$ cat src/rtl/periph_bus_arbiter.sv
// Two-master round-robin arbiter for the shared peripheral bus. Each transaction
// runs a fixed ISSUE/CAPTURE/RESP sequence and the bus is driven idle-clean at all other times.
module periph_bus_arbiter #(
    parameter bit PRIO_INIT = 1'b0
) (
    input  logic        clk,
    input  logic        reset_n,
    input  logic        m0_req,
    input  logic [31:0] m0_addr,
    input  logic [31:0] m0_wdata,
    input  logic        m0_we,
    output logic        m0_gnt,
    output logic        m0_done,
    input  logic        m1_req,
    input  logic [31:0] m1_addr,
    input  logic [31:0] m1_wdata,
    input  logic        m1_we,
    output logic        m1_gnt,
    output logic        m1_done,
    output logic [31:0] rdata,
    output logic        busy,
    output logic [31:0] per_addr,
    output logic [31:0] per_wdata,
    output logic        per_we,
    input  logic [31:0] per_rdata
);

    typedef enum logic [1:0] {
        IDLE,
        ISSUE,
        CAPTURE,
        RESP
    } state_t;

    state_t      state_q;
    logic        prio_q;
    logic        owner_q;
    logic        m0_gnt_q, m1_gnt_q;
    logic        m0_done_q, m1_done_q;
    logic        busy_q;
    logic [31:0] rdata_q;
    logic [31:0] per_addr_q, per_wdata_q;
    logic        per_we_q;

    logic        grant_d;
    logic        owner_d;
    logic [31:0] addr_d, wdata_d;
    logic        we_d;

    // A lone requester always wins; the pointer only breaks ties.
    always_comb begin
        grant_d = m0_req | m1_req;
        owner_d = prio_q;
        if (m0_req && !m1_req) begin
            owner_d = 1'b0;
        end else if (m1_req && !m0_req) begin
            owner_d = 1'b1;
        end
        addr_d  = owner_d ? m1_addr  : m0_addr;
        wdata_d = owner_d ? m1_wdata : m0_wdata;
        we_d    = owner_d ? m1_we    : m0_we;
    end

    always_ff @(posedge clk) begin
        if (!reset_n) begin
            state_q     <= IDLE;
            prio_q      <= PRIO_INIT;
            owner_q     <= 1'b0;
            m0_gnt_q    <= 1'b0;
            m1_gnt_q    <= 1'b0;
            m0_done_q   <= 1'b0;
            m1_done_q   <= 1'b0;
            busy_q      <= 1'b0;
            rdata_q     <= '0;
            per_addr_q  <= '0;
            per_wdata_q <= '0;
            per_we_q    <= 1'b0;
        end else begin
            case (state_q)
                IDLE: begin
                    if (grant_d) begin
                        state_q     <= ISSUE;
                        owner_q     <= owner_d;
                        prio_q      <= ~owner_d;
                        m0_gnt_q    <= ~owner_d;
                        m1_gnt_q    <= owner_d;
                        busy_q      <= 1'b1;
                        per_addr_q  <= addr_d;
                        per_wdata_q <= wdata_d;
                        per_we_q    <= we_d;
                    end
                end
                ISSUE: begin
                    state_q     <= CAPTURE;
                    per_addr_q  <= '0;
                    per_wdata_q <= '0;
                    per_we_q    <= 1'b0;
                end
                CAPTURE: begin
                    state_q   <= RESP;
                    rdata_q   <= per_rdata;
                    m0_done_q <= ~owner_q;
                    m1_done_q <= owner_q;
                end
                RESP: begin
                    state_q   <= IDLE;
                    m0_gnt_q  <= 1'b0;
                    m1_gnt_q  <= 1'b0;
                    m0_done_q <= 1'b0;
                    m1_done_q <= 1'b0;
                    busy_q    <= 1'b0;
                    rdata_q   <= '0;
                end
                default: begin
                    state_q <= IDLE;
                end
            endcase
        end
    end

    assign m0_gnt    = m0_gnt_q;
    assign m1_gnt    = m1_gnt_q;
    assign m0_done   = m0_done_q;
    assign m1_done   = m1_done_q;
    assign busy      = busy_q;
    assign rdata     = rdata_q;
    assign per_addr  = per_addr_q;
    assign per_wdata = per_wdata_q;
    assign per_we    = per_we_q;

endmodule

$ cat config.mk
export PLATFORM = sky130hd
export DESIGN_NAME = periph_bus_arbiter
export DESIGN_NICKNAME = d
export VERILOG_FILES = /design/src/rtl/periph_bus_arbiter.sv
export SDC_FILE = /design/constraint.sdc
export NUM_CORES = 1
export LEC_CHECK = 0
export CAP_MARGIN = 0
export CORE_MARGIN = 10
export CORE_UTILIZATION = 38
export DETAILED_ROUTE_END_ITERATION = 6
export MAX_ROUTING_LAYER = met4
export PLACE_DENSITY = 0.82
export RECOVER_POWER = 25
export SLEW_MARGIN = 25
export SYNTH_ARGS = -nofsm -noshare
export SYNTH_HDL_FRONTEND = slang
export SYNTH_SLANG_ARGS = --single-unit
$ cat constraint.sdc
create_clock -name clk -period 2.15 [get_ports clk]
set_clock_uncertainty 0.2 [all_clocks]
set_input_delay 0.3225 -clock clk [delete_from_list [all_inputs] [get_ports clk]]
set_output_delay 0.3225 -clock clk [all_outputs]
set_load 0.05 [all_outputs]
# Word-level counts from Yosys, hierarchy flattened
# Cells that the tools add are included.
[totals]
romBits = 0
latchBits = 0
input_bits = 166
n_memories = 0
ramBits = 0
register_bits = 106
out_inout_bits = 102
word_cells = 52
[classes]
shift = 0
eq_ne = 4
order_cmp = 0
addsub = 0
n_reduce_logical = 11
div = 0
bitwise_logic = 3
mux = 22
multipliers = 0
[op_table]
columns = ["operator", "count"]
rows = [
  ["$pmux 32 s2", 3],
  ["$mux 32", 4],
  ["$pmux 1 s2", 6],
  ["$pmux 2 s4", 1],
  ["$mux 1", 7],
  ["$reduce_and 2->1", 3],
  ["$reduce_bool 2->1", 3],
  ["$eq 2x2->1 const B", 2],
  ["$eq 2x1->1 const B", 1],
  ["$logic_and 1x1->1", 2],
  ["$logic_not 1->1", 2],
  ["$logic_not 2->1", 1],
  ["$mux 2", 1],
  ["$ne 2x2->1 const B", 1],
  ["$not 1->1", 2],
  ["$or 1x1->1", 1],
]

# Depth between registers and ports, before layout
# Gate-level depths: netlist (run 1).
[logic_depth]
ltp_word = 7
depth_mapped = 8
depth_no_buf = 5

# Worst setup path before layout (run 1)
# Ideal clock, no wire load.
[synth_path]
kind = "reg2reg"
startpoint = "reg state_q[0]"
endpoint = "reg per_addr_q[26] (netlist: per_addr[26])"
synth_period_minus_slack_ns = 1.940
path_slack_ns = 0.210
path_stages_with_launch = 9
setup_time_ns = 0.122
t_arrival_ns = 1.618
path_buffers = 3
cell_sequence = "dfxtp_1 > inv_1 > ha_1 > buf_6 > nor3b_1 > buf_2 > buf_4 > o211a_1 > a221o_1"
[synth_between]
elab_chain_len = 3
elab_cells_between_ends = 6
classes_between = "eq/ne (2); mux (1); reduce/logical (3)"
[synth_lines]
columns = ["element", "line", "source"]
rows = [
  ["start: declaration", "35", "state_t state_q;"],
  ["start signal: assignment", "66", "state_q <= IDLE;"],
  ["start signal: assignment", "82", "state_q <= ISSUE;"],
  ["start signal: assignment", "94", "state_q <= CAPTURE;"],
  ["$eq 2x1->1 / $logic_not 2->1 (equally long branches)", "79", "case (state_q)"],
  ["$reduce_bool 2->1 (no source line) / $ne 2x2->1 (equally long branches)", "-", ""],
  ["$reduce_and 2->1 (no source line)", "-", ""],
  ["end signal: assignment", "88", "per_addr_q <= addr_d;"],
  ["end: declaration", "42", "logic [31:0] per_addr_q, per_wdata_q;"],
]
# Parallel ways exist; a longest one is shown, timed or not.
# A chain may end at the register's enable or synchronous reset.

# Worst setup path after layout (run 1)
[layout_path]
startpoint = "reg per_addr_q[24] (netlist: per_addr[24])"
endpoint = "out per_addr[24]"
[layout_lines]
columns = ["element", "line", "source"]
rows = [
  ["end: declaration", "22", "output logic [31:0] per_addr,"],
]
# No word-level cell between the ends.

==> flow_summary.html, run 1 <==
<table>
<tr><th>Metric</th><th>Value</th></tr>
<tr><th colspan="2">Critical path</th></tr>
<tr><td>Number of cells on the critical path</td><td>1</td></tr>
<tr><td>R2r setup slk</td><td>120 ps</td></tr>
<tr><td>Critical-path cell list</td><td>dlygate4sd3_1</td></tr>
<tr><td>Kind of start point of the critical path</td><td>register</td></tr>
<tr><td>Combined buffer and inverter count along the critical path</td><td>1</td></tr>
<tr><td>Beginning of the worst register-to-register path</td><td>state_q[0]</td></tr>
<tr><td>Cell type of the slowest stage on the worst timing path</td><td>sky130_fd_sc_hd__dlygate4sd3_1</td></tr>
<tr><td>CP Class</td><td>reg2out</td></tr>
<tr><td>Worst setup path endpoint</td><td>per_addr[24]</td></tr>
<tr><td>Data arrival, critical path</td><td>1570 ps</td></tr>
<tr><td>Endpoint class of the critical path</td><td>primary output</td></tr>
<tr><td>Critical path startpoint</td><td>per_addr[24]</td></tr>
<tr><td>Data required time of the worst path</td><td>1630 ps</td></tr>
<tr><td>Delay of the slowest critical-path stage</td><td>900 ps</td></tr>
<tr><td>Max FO, Critical Path</td><td>2</td></tr>
<tr><td>Worst reg-to-reg path cell count</td><td>6</td></tr>
<tr><td>Gate family responsible for the most delay along the worst path</td><td>buffers and inverters</td></tr>
<tr><td>Reg-to-Reg End</td><td>per_wdata[30]</td></tr>
<tr><th colspan="2">Power and ir drop</th></tr>
<tr><td>Maximum ir drop on the vdd rail</td><td>0.638 mV</td></tr>
<tr><td>Leakage power summed over all cells</td><td>3.49 nW</td></tr>
<tr><td>Power density normalized to cell area</td><td>about 1200 nW/um2</td></tr>
<tr><th colspan="2">Hold path</th></tr>
<tr><td>Class of the tightest hold or removal check</td><td>in2reg</td></tr>
<tr><th colspan="2">Clock network</th></tr>
<tr><td>CTS tree</td><td>yes</td></tr>
<tr><td>Cell chosen for the clock root</td><td>sky130_fd_sc_hd__clkbuf_16</td></tr>
<tr><td>Deepest level of the CTS H-tree</td><td>3</td></tr>
<tr><td>Number of sinks driven by the clock tree</td><td>106</td></tr>
<tr><td>Hold buffer count at CTS</td><td>0</td></tr>
<tr><td>Clk Latency, worst-skew pair</td><td>340 ps</td></tr>
<tr><td>Clock slew seen by the registers of the worst setup and hold paths</td><td>70 ps</td></tr>
<tr><td>Maximum clock insertion buffer count</td><td>2</td></tr>
<tr><td>TritonCTS Buffers</td><td>9</td></tr>
<tr><th colspan="2">Placed design</th></tr>
<tr><td>HPWL after detailed placement</td><td>about 13000 um</td></tr>
<tr><td>Placed standard-cell area</td><td>7270 um2</td></tr>
<tr><td>Cell total after placement</td><td>~770</td></tr>
<tr><td>Number of buffers inserted by port buffering</td><td>267</td></tr>
<tr><td>Weighted congestion at the end of routability-driven global placement</td><td>0.809</td></tr>
<tr><th colspan="2">Synth</th></tr>
<tr><td>Share of async-settable or async-resettable flops after synthesis</td><td>0%</td></tr>
<tr><td>Most used flip-flop cell after synthesis</td><td>sky130_fd_sc_hd__dfxtp_1</td></tr>
<tr><td>Sequential-to-total area share from yosys stat</td><td>between 40% and 50%</td></tr>
<tr><td>Synthesized-area fraction occupied by and/or/nand/nor cells</td><td>4.99%</td></tr>
<tr><td>Fraction of the mapped netlist area in adder cells</td><td>around 1.4%</td></tr>
<tr><td>Number of synthesized flops with an enable pin</td><td>0</td></tr>
<tr><td>Share of cell area taken by muxes after synthesis</td><td>7.92%</td></tr>
<tr><td>Xor and xnor area share after synthesis</td><td>0%</td></tr>
<tr><td>Number of nets produced by synthesis</td><td>560</td></tr>
<tr><td>Summed instance area of the synthesized netlist</td><td>4440 um2</td></tr>
<tr><td>Netlist cell types</td><td>28</td></tr>
<tr><td>Dominant combinational cell family by area after synthesis</td><td>compound AO/OA/AOI/OAI gates</td></tr>
<tr><td>Mean Syn Cell Area</td><td>between 10 and 15 um2</td></tr>
<tr><td>Synthesized flop and latch total</td><td>~110</td></tr>
<tr><td>Count of mapped cells out of synthesis</td><td>389</td></tr>
<tr><td>Compound-cell area share of the yosys netlist</td><td>around a third</td></tr>
<tr><td>Number of warning messages in the yosys log</td><td>0</td></tr>
<tr><th colspan="2">Layout</th></tr>
<tr><td>Area overhead of the layout relative to synthesis</td><td>70.2%</td></tr>
<tr><td>Area occupied by multi-input gates</td><td>2050 um2</td></tr>
<tr><td>Fraction of layout cells with a size suffix above 1</td><td>6.19%</td></tr>
<tr><td>FF/Latch Area</td><td>2120 um2</td></tr>
<tr><td>Final nets</td><td>812</td></tr>
<tr><td>Post-layout util</td><td>66.2%</td></tr>
<tr><td>Number of diodes added for antenna fixing</td><td>0</td></tr>
<tr><td>Final instance area</td><td>7560 um2</td></tr>
<tr><td>Number of cells in the finished layout apart from fillers</td><td>789</td></tr>
<tr><td>Fill cell count</td><td>903</td></tr>
<tr><th colspan="2">Floorplanning</th></tr>
<tr><td>Core Area</td><td>11400 um2</td></tr>
<tr><td>Horizontal die dimension</td><td>128 um</td></tr>
<tr><td># IOs</td><td>between 200 and 300</td></tr>
<tr><td>Site row count</td><td>39</td></tr>
<tr><td>Full die area</td><td>16400 um2</td></tr>
<tr><td>Height of the chip</td><td>128 um</td></tr>
<tr><td>Effective utilization at floorplan</td><td>between 30% and 40%</td></tr>
<tr><th colspan="2">GRT</th></tr>
<tr><td>Grt peak-use layer</td><td>met2</td></tr>
<tr><td>Initial antenna violation count</td><td>0</td></tr>
<tr><td>Vias in the first global route</td><td>about 4700</td></tr>
<tr><td>Pin count of the biggest net entering global routing</td><td>46</td></tr>
<tr><td>First-pass GRT wire length</td><td>25400 um</td></tr>
<tr><td>GR met3 Demand/Resource</td><td>7.82%</td></tr>
<tr><td>M1 GR Usage</td><td>21.9%</td></tr>
<tr><td>Routing usage on met2</td><td>31.9%</td></tr>
<tr><td>Sum of overflow across all layers after global routing</td><td>0</td></tr>
<tr><td>Global-route total usage across every layer</td><td>19.6%</td></tr>
<tr><th colspan="2">Job</th></tr>
<tr><td>Max-cap violation count</td><td>0</td></tr>
<tr><th colspan="2">Timing</th></tr>
<tr><td>Count of final setup violators</td><td>0</td></tr>
<tr><td>RSZ-0062 raised after global routing</td><td>false</td></tr>
<tr><td>Worst Max-Slew Pin Slew</td><td>between 600 and 700 ps</td></tr>
<tr><td>Period minus WS final</td><td>approximately 2100 ps</td></tr>
<tr><td>Max-slew violation count</td><td>0</td></tr>
<tr><td>Max-slew headroom at the worst pin</td><td>54.0%</td></tr>
<tr><td>Fmax</td><td>478 MHz</td></tr>
<tr><td>Final total negative setup slack</td><td>0 ps</td></tr>
<tr><td>Number of hold violations in the final report</td><td>0</td></tr>
<tr><td>Final worst-path cycle share</td><td>97.3%</td></tr>
<tr><th colspan="2">Detailed routing</th></tr>
<tr><td>Average routed wire per standard cell</td><td>21.0 um</td></tr>
<tr><td>Detail Route Antenna Nets</td><td>0</td></tr>
<tr><td>Vias</td><td>4348</td></tr>
<tr><td>DRT iter0 DRCs</td><td>234</td></tr>
<tr><td>Sum of routed wire length over all layers</td><td>16500 um</td></tr>
<tr><td>Number of detailed-route iterations in the first pass</td><td>4</td></tr>
<tr><td>Remaining routing DRC violations</td><td>0</td></tr>
<tr><td>Average via count per standard cell</td><td>5.51</td></tr>
<tr><th colspan="2">Status</th></tr>
<tr><td>Run status</td><td>complete, no violations</td></tr>
</table>
==> worst min path at each step <==
| stage | from | to | slack (ps) | cells after the start |
|---|---|---|---|---|
| after global placement | owner_q | m0_done | 260 | 1 |
| after floorplan | owner_q | m0_done | 240 | 1 |
| after CTS | reset_n | per_addr[29] | 270 | 4 |
| after detailed placement | owner_q | m0_done | 270 | 1 |
| final | reset_n | per_addr[29] | 270 | 4 |
| after global routing | owner_q | m0_done | 310 | 1 |
==> sequential cells by signal, indices dropped and copies added (netlist names), 2 cells and up <==
name       count
per_wdata     32
state_q        2
per_addr      32
rdata         32
==> power breakdown <==
part           total, mW  leakage, nW  switching [mW]  internal [mW]
clock network       1.72        0.154           0.793          0.929
registers           2.75        0.866           0.280           2.47
logic               4.85         2.47            3.02           1.83
total               9.33         3.49            4.09           5.23
==> timing repair <==
item / 4_1_cts / 5_1_grt
resized for setup: 0 / 1
buffers inserted: 0 / 0
endpoints found under the setup margin: 0 / 5
==> cell usage after synthesis, drive strengths merged (2+ instances only) <==
master  number  area (um2)
a21boi       4        30.0
buf         28         214
clkbuf      17        63.8
inv          3        11.3
ha           5        62.6
nor2b        4        25.0
o21ai        5        25.0
nor2        37         139
a221o       64         641
dfxtp      106        2120
mux2i       34         340
o211a       64         641
o211ai       2        15.0
nand2        4        15.0
==> cells by family after synthesis <==
group           count (synthesis)
mux                            35
flops                         106
simple gates                   51
compound gates                144
fa+ha+maj                       5
buf+inv                        48
==> cells in the final DEF (no fill, tap or decap), drive strengths merged <==
cell type,instances
dlygate4sd3,10
nand2b,1
nor2,37
nor3b,1
ha,5
o211a,64
mux2i,34
mux2,1
nor2b,4
buf,17
a32oi,1
a22oi,1
dfxtp,106
nand2,4
o21a,1
o21ai,5
nand4,1
bufinv,1
a21boi,4
clkdlybuf4s50,252
a211oi,1
and4,1
clkinv,4
inv,5
nand3,1
o211ai,2
clkbuf,16
o311a,1
and3b,1
a221o,64
==> through the flow <==
step	hold slack (ps)	power, mW	setup WS, ps
6_report	270	9.33	58.3
2_1_floorplan	236	5.90	210
3_5_place_dp	267	7.73	33.7
4_1_cts	269	9.46	61.0
3_3_place_gp	259	7.63	82.6
5_1_grt	309	9.75	12.3
==> area by class of cell <==
class	count	area share, %
Clock buffer	9	2.98
Sequential cell	106	28.1
Clock inverter	7	1.16
Timing Repair Buffer	286	38.1
Tap cell	143	2.37
Inverter	3	0.149
Multi-Input combinational cell	235	27.1
==> worst register-to-register path, delay by kind of cell, from the launching register on <==
family | cells | cell delay [ps]
buf+inv | 2 | 280
flops | 1 | 370
fa+ha+maj | 1 | 310
compound gates | 1 | 380
simple gates | 2 | 380
==> metal layers <==
layer	routed length [um]	vias to the layer above	share of wire (%)
met5	0	-	0
met4	277	0	1.7
met3	1740	19	11
met2	7910	231	48
met1	6610	2070	40
li1	-	2028	-
Power figures use the tool's default switching activity.
==> run 2, diff against run 1 <==
- CORE_ASPECT_RATIO: not set -> 0.75
- CORE_UTILIZATION: 38 -> 40
- PLACE_DENSITY: 0.82 -> 0.85
- clock period: 2.15 -> 2.6 ns (I/O delays scaled with it)
==> run 2 against run 1 <==
- first-iteration DRC count is 1.3% higher
- critical path depth is 4 higher
- die area is 4.0% lower
- non-clock buffer count is 8 lower
- clock power is 23% lower
- worst setup slack better by 320 ps
- clock-buffer cell count stayed put
- routed wire length is 0.44% higher
- hold slack better by 10 ps
- global-route usage is 1.2 points higher
- largest power group unchanged
==> flow_summary.html, run 2 (synthesis gave the netlist of run 1 again) <==
<table>
<tr><th>Metric</th><th>Value</th></tr>
<tr><th colspan="2">Status</th></tr>
<tr><td>Run status</td><td>complete, no violations</td></tr>
<tr><th colspan="2">Floorplanning</th></tr>
<tr><td>Horizontal die dimension</td><td>142 um (+11%)</td></tr>
<tr><td>Full die area</td><td>15800 um2 (-4.0%)</td></tr>
<tr><td>Core Area</td><td>10900 um2 (-4.5%)</td></tr>
<tr><td>Site row count</td><td>33 (-15%)</td></tr>
<tr><td>Effective utilization at floorplan</td><td>40.7% (+1.8 points)</td></tr>
<tr><td>Height of the chip</td><td>111 um (-13%)</td></tr>
<tr><td># IOs</td><td>268 (unchanged)</td></tr>
<tr><th colspan="2">Power and ir drop</th></tr>
<tr><td>Psw</td><td>3.37 mW (-18%)</td></tr>
<tr><td>Part of the total power dissipated in sequential elements</td><td>30.2% (+0.7 points)</td></tr>
<tr><td>Power density normalized to cell area</td><td>1010 nW/um2 (-18%)</td></tr>
<tr><td>Clock network power share</td><td>17.7% (-0.8 points)</td></tr>
<tr><td>Internal power summed over all cells</td><td>4.16 mW (-20%)</td></tr>
<tr><td>Sw frac</td><td>44.7% (+0.83 points)</td></tr>
<tr><td>Leakage power summed over all cells</td><td>3.45 nW (-1.3%)</td></tr>
<tr><td>Maximum ir drop on the vdd rail</td><td>0.473 mV (-26%)</td></tr>
<tr><td>Logic gate share of total power</td><td>52.1% (about the same)</td></tr>
<tr><th colspan="2">GRT</th></tr>
<tr><td>Vias in the first global route</td><td>4451 (-5.0%)</td></tr>
<tr><td>Sum of overflow across all layers after global routing</td><td>0 (unchanged)</td></tr>
<tr><td>Global-route total usage across every layer</td><td>20.7% (+1.2 points)</td></tr>
<tr><td>First-pass GRT wire length</td><td>25500 um (+0.65%)</td></tr>
<tr><td>Pin count of the biggest net entering global routing</td><td>73 (+59%)</td></tr>
<tr><td>Initial antenna violation count</td><td>0 (unchanged)</td></tr>
<tr><th colspan="2">Critical path</th></tr>
<tr><td>Critical-path cell list</td><td>inv_1 -&gt; ha_1 -&gt; clkbuf_2 -&gt; mux2i_1 -&gt; nor2_1</td></tr>
<tr><td>Cell type of the slowest stage on the worst timing path</td><td>sky130_fd_sc_hd__clkbuf_2</td></tr>
<tr><td>Data arrival, critical path</td><td>2240 ps (+670 ps)</td></tr>
<tr><td>Endpoint class of the critical path</td><td>register</td></tr>
<tr><td>Kind of start point of the critical path</td><td>register</td></tr>
<tr><td>Max FO, Critical Path</td><td>35 (+33)</td></tr>
<tr><td>Delay of the slowest critical-path stage</td><td>840 ps (-60 ps)</td></tr>
<tr><td>Data required time of the worst path</td><td>2620 ps (+990 ps)</td></tr>
<tr><td>CP Class</td><td>reg2reg</td></tr>
<tr><th colspan="2">Detailed routing</th></tr>
<tr><td>Remaining routing DRC violations</td><td>0 (unchanged)</td></tr>
<tr><td>Average routed wire per standard cell</td><td>21.4 um (+1.9%)</td></tr>
<tr><td>Sum of routed wire length over all layers</td><td>16600 um (+0.44%)</td></tr>
<tr><td>Detail Route Antenna Nets</td><td>0 (unchanged)</td></tr>
<tr><td>Vias</td><td>4277 (-1.6%)</td></tr>
<tr><td>Average via count per standard cell</td><td>5.50 (-0.24%)</td></tr>
<tr><td>DRT iter0 DRCs</td><td>237 (+1.3%)</td></tr>
<tr><td>Number of detailed-route iterations in the first pass</td><td>5 (+1)</td></tr>
<tr><th colspan="2">Clock network</th></tr>
<tr><td>Deepest level of the CTS H-tree</td><td>3 (unchanged)</td></tr>
<tr><td>Clk Latency, worst-skew pair</td><td>340 ps (about the same)</td></tr>
<tr><td>Number of sinks driven by the clock tree</td><td>106 (unchanged)</td></tr>
<tr><td>Hold buffer count at CTS</td><td>0 (unchanged)</td></tr>
<tr><td>CTS tree</td><td>yes</td></tr>
<tr><td>Count of cells resized by post-cts repair</td><td>0 (unchanged)</td></tr>
<tr><td>Cell chosen for the clock root</td><td>sky130_fd_sc_hd__clkbuf_16</td></tr>
<tr><td>Maximum clock insertion buffer count</td><td>2 (unchanged)</td></tr>
<tr><td>TritonCTS Buffers</td><td>9 (unchanged)</td></tr>
<tr><td>Clock slew seen by the registers of the worst setup and hold paths</td><td>80 ps (about the same)</td></tr>
<tr><td>Setup bufs post-CTS</td><td>0 (unchanged)</td></tr>
<tr><th colspan="2">Placed design</th></tr>
<tr><td>Weighted congestion at the end of routability-driven global placement</td><td>0.778 (-3.9%)</td></tr>
<tr><td>Cell total after placement</td><td>762 (-1.4%)</td></tr>
<tr><td>Number of buffers inserted by port buffering</td><td>267 (unchanged)</td></tr>
<tr><td>HPWL after detailed placement</td><td>12700 um (about the same)</td></tr>
<tr><th colspan="2">Timing</th></tr>
<tr><td>Final total negative setup slack</td><td>0 ps (unchanged)</td></tr>
<tr><td>Max-slew headroom at the worst pin</td><td>26.1% (-28 points)</td></tr>
<tr><td>Max-slew violation count</td><td>0 (unchanged)</td></tr>
<tr><td>Period minus WS final</td><td>2220 ps</td></tr>
<tr><td>Fmax</td><td>450 MHz</td></tr>
<tr><td>Final worst-path cycle share</td><td>85.6%</td></tr>
<tr><td>Count of final setup violators</td><td>0 (unchanged)</td></tr>
<tr><td>RSZ-0062 raised after global routing</td><td>false</td></tr>
<tr><td>Worst Max-Slew Pin Slew</td><td>1110 ps (+416 ps)</td></tr>
<tr><td>Number of hold violations in the final report</td><td>0 (unchanged)</td></tr>
<tr><th colspan="2">Job</th></tr>
<tr><td>Max-cap violation count</td><td>0 (unchanged)</td></tr>
<tr><th colspan="2">Layout</th></tr>
<tr><td>Area overhead of the layout relative to synthesis</td><td>67.1%</td></tr>
<tr><td>Final nets</td><td>804 (-0.99%)</td></tr>
<tr><td>Most common cell after layout, fill and taps aside</td><td>sky130_fd_sc_hd__clkdlybuf4s50_1</td></tr>
<tr><td>Number of diodes added for antenna fixing</td><td>0 (unchanged)</td></tr>
<tr><td>Fraction of layout cells with a size suffix above 1</td><td>5.17% (-1.0 points)</td></tr>
<tr><td>Number of cells in the finished layout apart from fillers</td><td>778 (-1.4%)</td></tr>
<tr><td>Highest-count cells in the layout ignoring fill and taps</td><td>250 x sky130_fd_sc_hd__clkdlybuf4s50_1, 106 x sky130_fd_sc_hd__dfxtp_1, 64 x sky130_fd_sc_hd__o211a_1, 64 x sky130_fd_sc_hd__a221o_1, 36 x sky130_fd_sc_hd__nor2_1</td></tr>
<tr><th colspan="2">Hold path</th></tr>
<tr><td>Class of the tightest hold or removal check</td><td>reg2reg</td></tr>
</table>
## run 2: cell count changes in the layout (fill, tap and decap cells not counted), moves of 2 or more
cell / delta
sky130_fd_sc_hd__buf_12: -6
sky130_fd_sc_hd__clkbuf_1: -5
sky130_fd_sc_hd__clkbuf_4: -2
sky130_fd_sc_hd__clkdlybuf4s50_1: -2
sky130_fd_sc_hd__clkinv_4: -4
sky130_fd_sc_hd__clkinvlp_4: +2
sky130_fd_sc_hd__dlygate4sd3_1: +6
sky130_fd_sc_hd__inv_6: +3
## run 2: worst max-delay path: cells and delay by family, from the launching register on
kind / cells / cell delay (ps)
fa+ha+maj: 1 / 190
buf+inv: 2 / 970
simple gates: 1 / 80
flops: 1 / 340
mux: 1 / 310
## run 2: path summary, 6_finish.rpt
kind	to	depth (start not counted)	slack [ps]	from
max reg2reg	rdata[6]	5	380	state_q[0]
max	rdata[6]	5	380	state_q[0]
min reg2reg	busy	2	280	busy
min	busy	2	280	busy
## run 2: layer usage
metal  vias up  GRT usage [%]  routed length (um)
met5         -              -                   0
met4         0           5.91                 237
met3        17           9.89                1900
met2       205           33.0                7890
met1      2045           22.6                6590
li1       2010              -                   -
## run 2: final cells by class
type                       instances  area (um2)
fill                             787        3480
sequential                       106        2120
clock buffer                       9         225
multi-input combinational        235        2040
timing repair buffer             278        2770
tap                              140         175
inverter                           3        11.3
clock inverter                     7        68.8
## run 2: metrics by stage
step	area, um2	worst slack, ps	hold WS, ps	power, mW	utilization (%)
floorplan	4440	660	236	4.88	-
global placement	7130	295	271	6.18	65.4
detailed placement	7130	228	273	6.26	65.4
CTS	7420	413	284	7.61	68.1
global route	7420	222	321	7.88	68.1
finish	7420	375	281	7.53	68.1
## run 2: power groups by stage
stage	clock [mW]	combinational (mW)	sequential, mW
finish	1.33	3.93	2.27
global route	1.42	4.15	2.32
CTS	1.37	3.96	2.28
detailed placement	0	3.95	2.31
global placement	0	3.90	2.28
floorplan	0	1.24	3.64
==> run 3, diff against run 2 <==
- clock period: 2.6 -> 2.84 ns (I/O delays scaled with it)
==> run 3 against run 2 <==
- hold slack got worse by 46 ps
- largest cell class unchanged
- worst setup slack got worse by 120 ps
- clock-buffer cell count rose by 1
- clock power rose by 6%
- sequential share of layout area fell by 0.13 points
- routed wire length rose by 0.60%
- register-to-register slack got worse by 120 ps
- combinational power fell by 9.9%
- highest routed layer unchanged
- cell area rose by 0.46%
- first-iteration DRC count rose by 2.5%
- largest power group unchanged
- sequential power fell by 8%
==> flow_summary.html, run 3 (synthesis gave the netlist of run 1 again) <==
<table>
<tr><th>Metric</th><th>Value</th></tr>
<tr><th colspan="2">Status</th></tr>
<tr><td>Run status</td><td>complete, no violations</td></tr>
<tr><th colspan="2">Hold path</th></tr>
<tr><td>Worst min-delay path endpoint</td><td>per_addr[29]</td></tr>
<tr><td>Instance count along the most critical hold path</td><td>3 (+1)</td></tr>
<tr><td>Class of the tightest hold or removal check</td><td>in2reg</td></tr>
<tr><td>Launch instance of the worst min-delay path</td><td>reset_n</td></tr>
<tr><th colspan="2">Clock network</th></tr>
<tr><td>Clock slew seen by the registers of the worst setup and hold paths</td><td>70 ps (about the same)</td></tr>
<tr><td>Maximum clock insertion buffer count</td><td>2 (unchanged)</td></tr>
<tr><td>Number of sinks driven by the clock tree</td><td>106 (unchanged)</td></tr>
<tr><td>Hold buffer count at CTS</td><td>0 (unchanged)</td></tr>
<tr><td>Setup bufs post-CTS</td><td>0 (unchanged)</td></tr>
<tr><td>Deepest level of the CTS H-tree</td><td>3 (unchanged)</td></tr>
<tr><td>Clk Latency, worst-skew pair</td><td>340 ps (about the same)</td></tr>
<tr><td>TritonCTS Buffers</td><td>9 (unchanged)</td></tr>
<tr><td>CTS tree</td><td>yes</td></tr>
<tr><td>Cell chosen for the clock root</td><td>sky130_fd_sc_hd__clkbuf_16</td></tr>
<tr><td>Count of cells resized by post-cts repair</td><td>0 (unchanged)</td></tr>
<tr><th colspan="2">Critical path</th></tr>
<tr><td>Cell type of the slowest stage on the worst timing path</td><td>sky130_fd_sc_hd__nor2_4</td></tr>
<tr><td>Worst reg-to-reg path cell count</td><td>6 (+1)</td></tr>
<tr><td>Gate family responsible for the most delay along the worst path</td><td>simple AND/OR/NAND/NOR gates</td></tr>
<tr><td>Critical-path cell list</td><td>inv_1 -&gt; ha_1 -&gt; nor2_4 -&gt; buf_4 -&gt; o211a_1 -&gt; a221o_1</td></tr>
<tr><td>Reg-to-Reg End</td><td>per_wdata[0]</td></tr>
<tr><td>R2r setup slk</td><td>260 ps (-120 ps)</td></tr>
<tr><td>Data required time of the worst path</td><td>2930 ps (+310 ps)</td></tr>
<tr><td>Beginning of the worst register-to-register path</td><td>state_q[0]</td></tr>
<tr><td>Data arrival, critical path</td><td>2670 ps (+430 ps)</td></tr>
<tr><td>Endpoint class of the critical path</td><td>register</td></tr>
<tr><td>CP Class</td><td>reg2reg</td></tr>
<tr><td>Kind of start point of the critical path</td><td>register</td></tr>
<tr><td>Max FO, Critical Path</td><td>37 (+5.7%)</td></tr>
<tr><td>Delay of the slowest critical-path stage</td><td>750 ps (-90 ps)</td></tr>
<tr><td>Combined buffer and inverter count along the critical path</td><td>2 (unchanged)</td></tr>
<tr><th colspan="2">Timing</th></tr>
<tr><td>Worst Max-Slew Pin Slew</td><td>908 ps (-201 ps)</td></tr>
<tr><td>Final total negative setup slack</td><td>0 ps (unchanged)</td></tr>
<tr><td>RSZ-0062 raised after global routing</td><td>false</td></tr>
<tr><td>Count of final setup violators</td><td>0 (unchanged)</td></tr>
<tr><td>Setup slack after layout</td><td>256 ps (-120 ps)</td></tr>
<tr><td>Max-slew headroom at the worst pin</td><td>39.3% (+13 points)</td></tr>
<tr><td>Final hold slack</td><td>234 ps (-46.4 ps)</td></tr>
<tr><td>Number of hold violations in the final report</td><td>0 (unchanged)</td></tr>
<tr><td>Period minus WS final</td><td>2580 ps (+360 ps)</td></tr>
<tr><td>Fmax</td><td>387 MHz (-14%)</td></tr>
<tr><td>Max-slew violation count</td><td>0 (unchanged)</td></tr>
<tr><td>Final worst-path cycle share</td><td>91.0% (+5.4 points)</td></tr>
<tr><th colspan="2">GRT</th></tr>
<tr><td>First-pass GRT wire length</td><td>25100 um (-1.6%)</td></tr>
<tr><td>Sum of overflow across all layers after global routing</td><td>0 (unchanged)</td></tr>
<tr><td>Global-route total usage across every layer</td><td>20.3% (-0.44 points)</td></tr>
<tr><td>Pin count of the biggest net entering global routing</td><td>47 (-36%)</td></tr>
<tr><td>Vias in the first global route</td><td>4448 (-0.067%)</td></tr>
<tr><td>Initial antenna violation count</td><td>0 (unchanged)</td></tr>
<tr><th colspan="2">Power and ir drop</th></tr>
<tr><td>Maximum ir drop on the vdd rail</td><td>0.445 mV (-5.9%)</td></tr>
<tr><td>Power density normalized to cell area</td><td>945 nW/um2 (-6.9%)</td></tr>
<tr><td>Leakage power summed over all cells</td><td>3.47 nW (+0.56%)</td></tr>
<tr><td>Pwr Total</td><td>7.04 mW (-6.5%)</td></tr>
<tr><th colspan="2">Placed design</th></tr>
<tr><td>Weighted congestion at the end of routability-driven global placement</td><td>0.783 (+0.69%)</td></tr>
<tr><td>Post-placement setup slack</td><td>259 ps (+30.5 ps)</td></tr>
<tr><td>Placed standard-cell area</td><td>7120 um2 (about the same)</td></tr>
<tr><td>HPWL after detailed placement</td><td>12900 um (+1.3%)</td></tr>
<tr><td>Number of buffers inserted by port buffering</td><td>267 (unchanged)</td></tr>
<tr><th colspan="2">Detailed routing</th></tr>
<tr><td>Number of detailed-route iterations in the first pass</td><td>4 (-1)</td></tr>
<tr><td>WL met1</td><td>6670 um (+1.1%)</td></tr>
<tr><td>Average routed wire per standard cell</td><td>21.5 um (+0.47%)</td></tr>
<tr><td>Sum of routed wire length over all layers</td><td>16700 um (+0.60%)</td></tr>
<tr><td>Detail Route Antenna Nets</td><td>0 (unchanged)</td></tr>
<tr><td>Vias</td><td>4291 (+0.33%)</td></tr>
<tr><td>Wire length on met2</td><td>7830 um (-0.87%)</td></tr>
<tr><td>Average via count per standard cell</td><td>5.51 (+0.20%)</td></tr>
<tr><td>Remaining routing DRC violations</td><td>0 (unchanged)</td></tr>
<tr><td>Highest Signal Layer</td><td>met4</td></tr>
<tr><td>DRT iter0 DRCs</td><td>243 (+2.5%)</td></tr>
<tr><td>Met3 Wirelength</td><td>1880 um (-0.74%)</td></tr>
<tr><th colspan="2">Layout</th></tr>
<tr><td>Fraction of layout cells with a size suffix above 1</td><td>4.69% (-0.48 points)</td></tr>
<tr><td>Highest-count cells in the layout ignoring fill and taps</td><td>250 x sky130_fd_sc_hd__clkdlybuf4s50_1, 106 x sky130_fd_sc_hd__dfxtp_1, 64 x sky130_fd_sc_hd__o211a_1, 64 x sky130_fd_sc_hd__a221o_1, 36 x sky130_fd_sc_hd__nor2_1</td></tr>
<tr><td>Final instance area</td><td>7450 um2 (+0.46%)</td></tr>
<tr><td>Final nets</td><td>805 (+0.12%)</td></tr>
<tr><td>Area overhead of the layout relative to synthesis</td><td>67.9%</td></tr>
<tr><td>Number of diodes added for antenna fixing</td><td>0 (unchanged)</td></tr>
<tr><td>Most common cell after layout, fill and taps aside</td><td>sky130_fd_sc_hd__clkdlybuf4s50_1</td></tr>
<tr><th colspan="2">Floorplanning</th></tr>
<tr><td>Effective utilization at floorplan</td><td>40.7% (unchanged)</td></tr>
<tr><td>Height of the chip</td><td>111 um (unchanged)</td></tr>
<tr><td>Core Area</td><td>10900 um2 (unchanged)</td></tr>
<tr><td>Full die area</td><td>15800 um2 (unchanged)</td></tr>
<tr><td>Horizontal die dimension</td><td>142 um (unchanged)</td></tr>
<tr><td>Site row count</td><td>33 (unchanged)</td></tr>
<tr><td># IOs</td><td>268 (unchanged)</td></tr>
<tr><th colspan="2">Job</th></tr>
<tr><td>Max-cap violation count</td><td>0 (unchanged)</td></tr>
</table>
==> run 3: cell types whose count changed in the layout (fill, tap and decap cells not counted), moves of 2 or more <==
cell	change
sky130_fd_sc_hd__clkinvlp_4	-2
sky130_fd_sc_hd__inv_6	-2
sky130_fd_sc_hd__bufinv_16	+3
sky130_fd_sc_hd__clkbuf_1	+4
==> run 3: tightest hold or removal path: cells and delay by family <==
kind / cells / cell delay (ps)
AOI/OAI and AO/OA: 2 / 170
buffers and inverters: 1 / 140
==> run 3: worst max-delay path by stage <==
| stage | start | to | slack (ps) | cells after the start |
|---|---|---|---|---|
| floorplan | state_q[0] | per_addr[26] | 900 | 8 |
| global placement | state_q[0] | per_wdata[13] | 410 | 6 |
| detailed placement | state_q[0] | per_wdata[4] | 260 | 6 |
| CTS | state_q[0] | per_wdata[0] | 250 | 6 |
| global route | state_q[0] | per_wdata[1] | 110 | 6 |
| finish | state_q[0] | per_wdata[0] | 260 | 6 |
==> run 3: cell type report <==
cell class / count / area [um2]
fill: 808 / 3450
clock buffer: 10 / 229
clock inverter: 6 / 113
multi-input combinational: 235 / 2040
timing repair buffer: 279 / 2760
sequential: 106 / 2120
tap: 140 / 175
inverter: 3 / 11.3
==> run 3: per-layer routing <==
layer | GRT usage, % | vias to the layer above
li1 | - | 2010
met1 | 22.5 | 2038
met2 | 31.8 | 216
met3 | 9.50 | 27
met4 | 6.32 | 0
met5 | - | -
==> run 3: through the flow <==
stage	utilization, %	instances
finish	68.4	779
global route	68.4	779
detailed placement	65.4	763
floorplan	-	389
CTS	68.5	779
global placement	65.4	763
==> run 3: report_power, final <==
part,switching [mW],total (mW),internal [mW]
combinational,2.27,3.54,1.27
sequential,0.214,2.09,1.87
clock,0.549,1.41,0.865
total,3.03,7.04,4.01
